### src/rtl/tap_ir_controller.sv
// tap_ir_controller: IEEE 1149.1 TAP FSM with instruction register, opcode decodes
// and a bypass-escape detector (2*IR_WIDTH consecutive ones shifted into the IR).
module tap_ir_controller #(
  parameter int                  IR_WIDTH         = 4,
  parameter logic [IR_WIDTH-1:0] OP_BYPASS        = '1,
  parameter logic [IR_WIDTH-1:0] OP_IDCODE        = IR_WIDTH'('b0001),
  parameter logic [IR_WIDTH-1:0] OP_CLAMP_HOLD    = IR_WIDTH'('b0101),
  parameter logic [IR_WIDTH-1:0] OP_CLAMP_RELEASE = IR_WIDTH'('b0110)
) (
  input  logic                TCK,
  input  logic                TRST,
  input  logic                TMS,
  input  logic                TDI,
  input  logic                dr_tdo,
  output logic                tdo,
  output logic                tdo_en,
  output logic                tap_reset,
  output logic                capture_dr,
  output logic                shift_dr,
  output logic                update_dr,
  output logic                update_ir,
  output logic [IR_WIDTH-1:0] ir,
  output logic                bypass_decode,
  output logic                clamp_hold_decode,
  output logic                clamp_release_decode,
  output logic                bypass_escape
);
  localparam int CW = $clog2(2*IR_WIDTH)+1;
  localparam logic [CW-1:0] ESC_MAX = CW'(2*IR_WIDTH);
  typedef enum logic [3:0] {
    TLR, RTI, SEL_DR, CAP_DR, SHIFT_DR, EXIT1_DR, PAUSE_DR, EXIT2_DR, UPD_DR,
    SEL_IR, CAP_IR, SHIFT_IR, EXIT1_IR, PAUSE_IR, EXIT2_IR, UPD_IR
  } state_t;
  state_t              r_state, w_next;
  logic [IR_WIDTH-1:0] r_ir_sr, r_ir;
  logic [CW-1:0]       r_esc;
  always_comb begin
    w_next = r_state;
    case (r_state)
      TLR:      w_next = TMS ? TLR      : RTI;
      RTI:      w_next = TMS ? SEL_DR   : RTI;
      SEL_DR:   w_next = TMS ? SEL_IR   : CAP_DR;
      CAP_DR:   w_next = TMS ? EXIT1_DR : SHIFT_DR;
      SHIFT_DR: w_next = TMS ? EXIT1_DR : SHIFT_DR;
      EXIT1_DR: w_next = TMS ? UPD_DR   : PAUSE_DR;
      PAUSE_DR: w_next = TMS ? EXIT2_DR : PAUSE_DR;
      EXIT2_DR: w_next = TMS ? UPD_DR   : SHIFT_DR;
      UPD_DR:   w_next = TMS ? SEL_DR   : RTI;
      SEL_IR:   w_next = TMS ? TLR      : CAP_IR;
      CAP_IR:   w_next = TMS ? EXIT1_IR : SHIFT_IR;
      SHIFT_IR: w_next = TMS ? EXIT1_IR : SHIFT_IR;
      EXIT1_IR: w_next = TMS ? UPD_IR   : PAUSE_IR;
      PAUSE_IR: w_next = TMS ? EXIT2_IR : PAUSE_IR;
      EXIT2_IR: w_next = TMS ? UPD_IR   : SHIFT_IR;
      UPD_IR:   w_next = TMS ? SEL_DR   : RTI;
      default:  w_next = TLR;
    endcase
  end
  always_ff @(posedge TCK) begin
    if (TRST) begin
      r_state <= TLR;
      r_ir_sr <= '0;
      r_ir    <= OP_IDCODE;
      r_esc   <= '0;
    end else begin
      r_state <= w_next;
      r_ir_sr <= r_state == CAP_IR   ? IR_WIDTH'(2'b01) :
                 r_state == SHIFT_IR ? {TDI, r_ir_sr[IR_WIDTH-1:1]} : r_ir_sr;
      r_ir    <= r_state == TLR    ? OP_IDCODE :
                 r_state == UPD_IR ? r_ir_sr : r_ir;
      // the run of ones only counts while shifting; any zero restarts it
      r_esc   <= (r_state == CAP_IR || r_state == TLR) ? '0 :
                 r_state != SHIFT_IR ? r_esc :
                 !TDI ? '0 :
                 r_esc == ESC_MAX ? r_esc : r_esc + CW'(1);
    end
  end
  assign tdo                  = r_state == SHIFT_IR ? r_ir_sr[0] : r_state == SHIFT_DR ? dr_tdo : 1'b0;
  assign tdo_en               = r_state == SHIFT_IR || r_state == SHIFT_DR;
  assign tap_reset            = r_state == TLR;
  assign capture_dr           = r_state == CAP_DR;
  assign shift_dr             = r_state == SHIFT_DR;
  assign update_dr            = r_state == UPD_DR;
  assign update_ir            = r_state == UPD_IR;
  assign ir                   = r_ir;
  assign bypass_decode        = r_ir == OP_BYPASS;
  assign clamp_hold_decode    = r_ir == OP_CLAMP_HOLD;
  assign clamp_release_decode = r_ir == OP_CLAMP_RELEASE;
  assign bypass_escape        = r_esc == ESC_MAX;
endmodule

### config.mk
export PLATFORM = sky130hd
export DESIGN_NAME = tap_ir_controller
export DESIGN_NICKNAME = d
export VERILOG_FILES = /design/src/rtl/tap_ir_controller.sv
export SDC_FILE = /design/constraint.sdc
export NUM_CORES = 1
export LEC_CHECK = 0
export CORE_UTILIZATION = 52
export CTS_BUF_LIST = sky130_fd_sc_hd__clkbuf_8
export CTS_CLUSTER_DIAMETER = 100
export DETAILED_ROUTE_END_ITERATION = 8
export GPL_TIMING_DRIVEN = 0
export PLACE_DENSITY = 0.81
export RECOVER_POWER = 50
export SLEW_MARGIN = 10
export SYNTH_ARGS = -nofsm -noshare
export SYNTH_HDL_FRONTEND = slang
export SYNTH_SLANG_ARGS = --single-unit
### constraint.sdc
create_clock -name TCK -period 1.7 [get_ports TCK]
set_input_delay 0.34 -clock TCK [delete_from_list [all_inputs] [get_ports TCK]]
set_output_delay 0.34 -clock TCK [all_outputs]
set_load 0.01 [all_outputs]
==> out/metrics.yaml <==
leakagePower_uw: 0.000552
num_vias: 1010
grt_pass1_wl_um: 4280
critPathMaxFanout: 8
yosys_warnings: 0
yosysSeqAreaShare_pct: 32.2
grt_usage_pct: 28.6
p_int_uw: 661
ant_nets: 0
core.rowCount: 15
ys_top_cells_by_area: "dfxtp_1 (32%), nand2_1 (3.8%), a21oi_1 (3.5%)"
cts.hold.buffers_added: 0
io_pins: 20
die_area_sq_mm: 0.00209
ys_ff_latch: 16
core_sq_mm: 0.00176
rsz0062_at_grt: "yes"
worstMarginPinSlew_ps: 384
wl_per_cell_um: 15.5
antennaDiodeCount: 0
dp.cells: 162
post-route-util_pct: 73.8
yosys.area.top_type_share_pct: 32.2
ir_worst_vdd_v: 0.000647
hold_viol: 0
worst_slack_ps: 9.21
antenna_found_initial: 0
async_flop_share_pct: 0
wl_um: 2650
port_buffers: 17
power_frac_comb_pct: 18.8
final_nets: 154
path_clk_slew_ps: 70
total_power_uw: 909
p_per_area_mw_per_mm2: 698
power_frac_seq_pct: 42.2
final_cells: 171
overflow: 0
viasPerCell: 5.91
crit_path_end_kind: "output port"
htreeDepth: 1
synth_cell_types: 42
drive_above_1_share_pct: 24.7
required_ps: 1360
syn_to_final_growth_pct: 30.9
synth_top_cell_by_area: "dfxtp_1"
synthCells: 120
fin_skew_ps: 6.74
swShare_pct: 27.3
drt_iter0_drc: 45
cts_inserted_buffers: 3
cts_tree: "yes"
status: "finished clean"
cts-root-buf: "clkbuf_8"
grt_max_degree: 14
setup-violations-final: 0
min_period_ps: 1690
place.gp.congestion: 0.842
hold_path.class: "input port to register"
maxSlewHeadroom_pct: 73.7
die_w_um: 45.7
drc: 0
syn_avg_cell_area_sq_um: 8.29
start_util_pct: 56.4
startpoint_type: "register"
finalInstanceArea_sq_mm: 0.00130
slew_viol_final: 0
drt_first_pass_iters: 4
fp.dieH_um: 45.7
insertion_delay_ps: 260
hpwl_um: 1610
ys.flop_type: "dfxtp_1"
syn_nets: 127
place_ws_ps: -360
nFillCells: 152
cts.sinks: 16
syn_area_sq_um: 995
synth_edf_count: 0
first_global_vias: 913
clockBufferDepth: 2
arrival_ps: 1350
maxCapViolCount: 0
clockPowerShare_pct: 39.0
fmax_mhz: 591
placed_area_sq_mm: 0.00120
fin_crit_sh_pct: 99.5
p_sw_uw: 248
crit_type: "register to output port"
==> cells by family after synthesis <==
family	share of synthesized area, %
flip-flops	32.2
AO/OA/AOI/OAI	20.3
AND/OR/NAND/NOR	29.6
buffers and inverters	10.7
adder cells (fa/ha/maj)	2.52
multiplexers	3.02
XOR/XNOR	1.76
==> worst max-delay path, stage by stage (launching register included) <==
cell	delay [ps]
dfxtp_1	310
buf_6	140
nor4b_4	310
nand2_1	100
o21ai_0	70
buf_2	160
==> power groups by stage <==
stage | Combinational (uW) | Sequential, uW | Clock [uW]
floorplan | 101 | 393 | 0
global placement | 138 | 393 | 0
detailed placement | 140 | 394 | 0
CTS | 170 | 384 | 354
global route | 184 | 384 | 371
finish | 171 | 384 | 355
==> path summary, 6_finish.rpt <==
kind / start / endpoint / slack (ps) / depth (start not counted)
worst max-delay path: r_state[1] / tdo / 9 / 5
worst min-delay path: TMS / r_state[3] / 430 / 3
worst max register to register: r_esc[0] / r_esc[2] / 250 / 5
worst min register to register: r_ir_sr[3] / r_ir_sr[2] / 470 / 2
==> sequential cells by signal (all words and copies together) (netlist names) <==
register,cells
r_ir_sr,4
r_esc,4
r_state,4
ir,4
==> synth_stat cells (3+ instances only) <==
cell type	count
a31oi_1	4
buf_6	3
nor2b_1	3
a21oi_1	7
nand2_1	10
nor3_1	5
buf_2	4
mux2i_1	3
dfxtp_1	16
nor2_1	8
inv_1	8
o21ai_0	7
==> layout make-up <==
class | count | area, sq um | area share (%)
inverter | 8 | 30.0 | 2.31
timing repair buffer | 23 | 164 | 12.6
buffer | 10 | 88.8 | 6.82
multi-input combinational | 85 | 603 | 46.3
tap | 25 | 31.3 | 2.40
clock buffer | 4 | 55.1 | 4.23
sequential | 16 | 330 | 25.4
==> metrics by stage <==
step,hold slack [ps],TNS (ps)
after detailed placement,464,-1430
after floorplan,442,0
after CTS,422,-127
after global placement,461,-1260
after global routing,443,-93.3
final,429,0
==> per-layer routing <==
layer	vias to the layer above	GRT usage (%)	part of all wire (%)
met5	-	0	0
met4	0	10.0	0.79
met3	4	6.75	6.5
met2	50	44.9	49
met1	471	38.3	44
li1	485	-	-
==> placed cells by master (no fill, tap or decap), types with 2 or more instances in the layout <==
cell and instances:
clkbuf_2 3, inv_1 8, nor3b_1 2, clkdlybuf4s50_1 5, a31o_2 2, buf_6 6
buf_4 4, o21ai_0 7, clkbuf_8 4, and4b_1 2, or3_1 2, nand2_1 10
dfxtp_2 5, ha_1 2, nand3_1 2, xor2_1 2, dlygate4sd2_1 3, nor2_1 7
a31oi_1 4, clkbuf_1 4, a211oi_1 2, buf_2 5, nor2b_1 3, nand2b_1 2
a21oi_1 7, dfxtp_1 10, mux2i_1 3, nor3_1 5, o211ai_1 2
==> repair_timing <==
| action | in CTS | in global routing |
|---|---|---|
| pin swaps | 2 | 1 |
| resized for setup | 35 | 10 |
| setup buffers | 4 | 2 |
| endpoints found under the hold margin | 0 | 0 |
| endpoints found under the setup margin | 11 | 9 |
No activity file was read; power rests on OpenSTA's default activity.
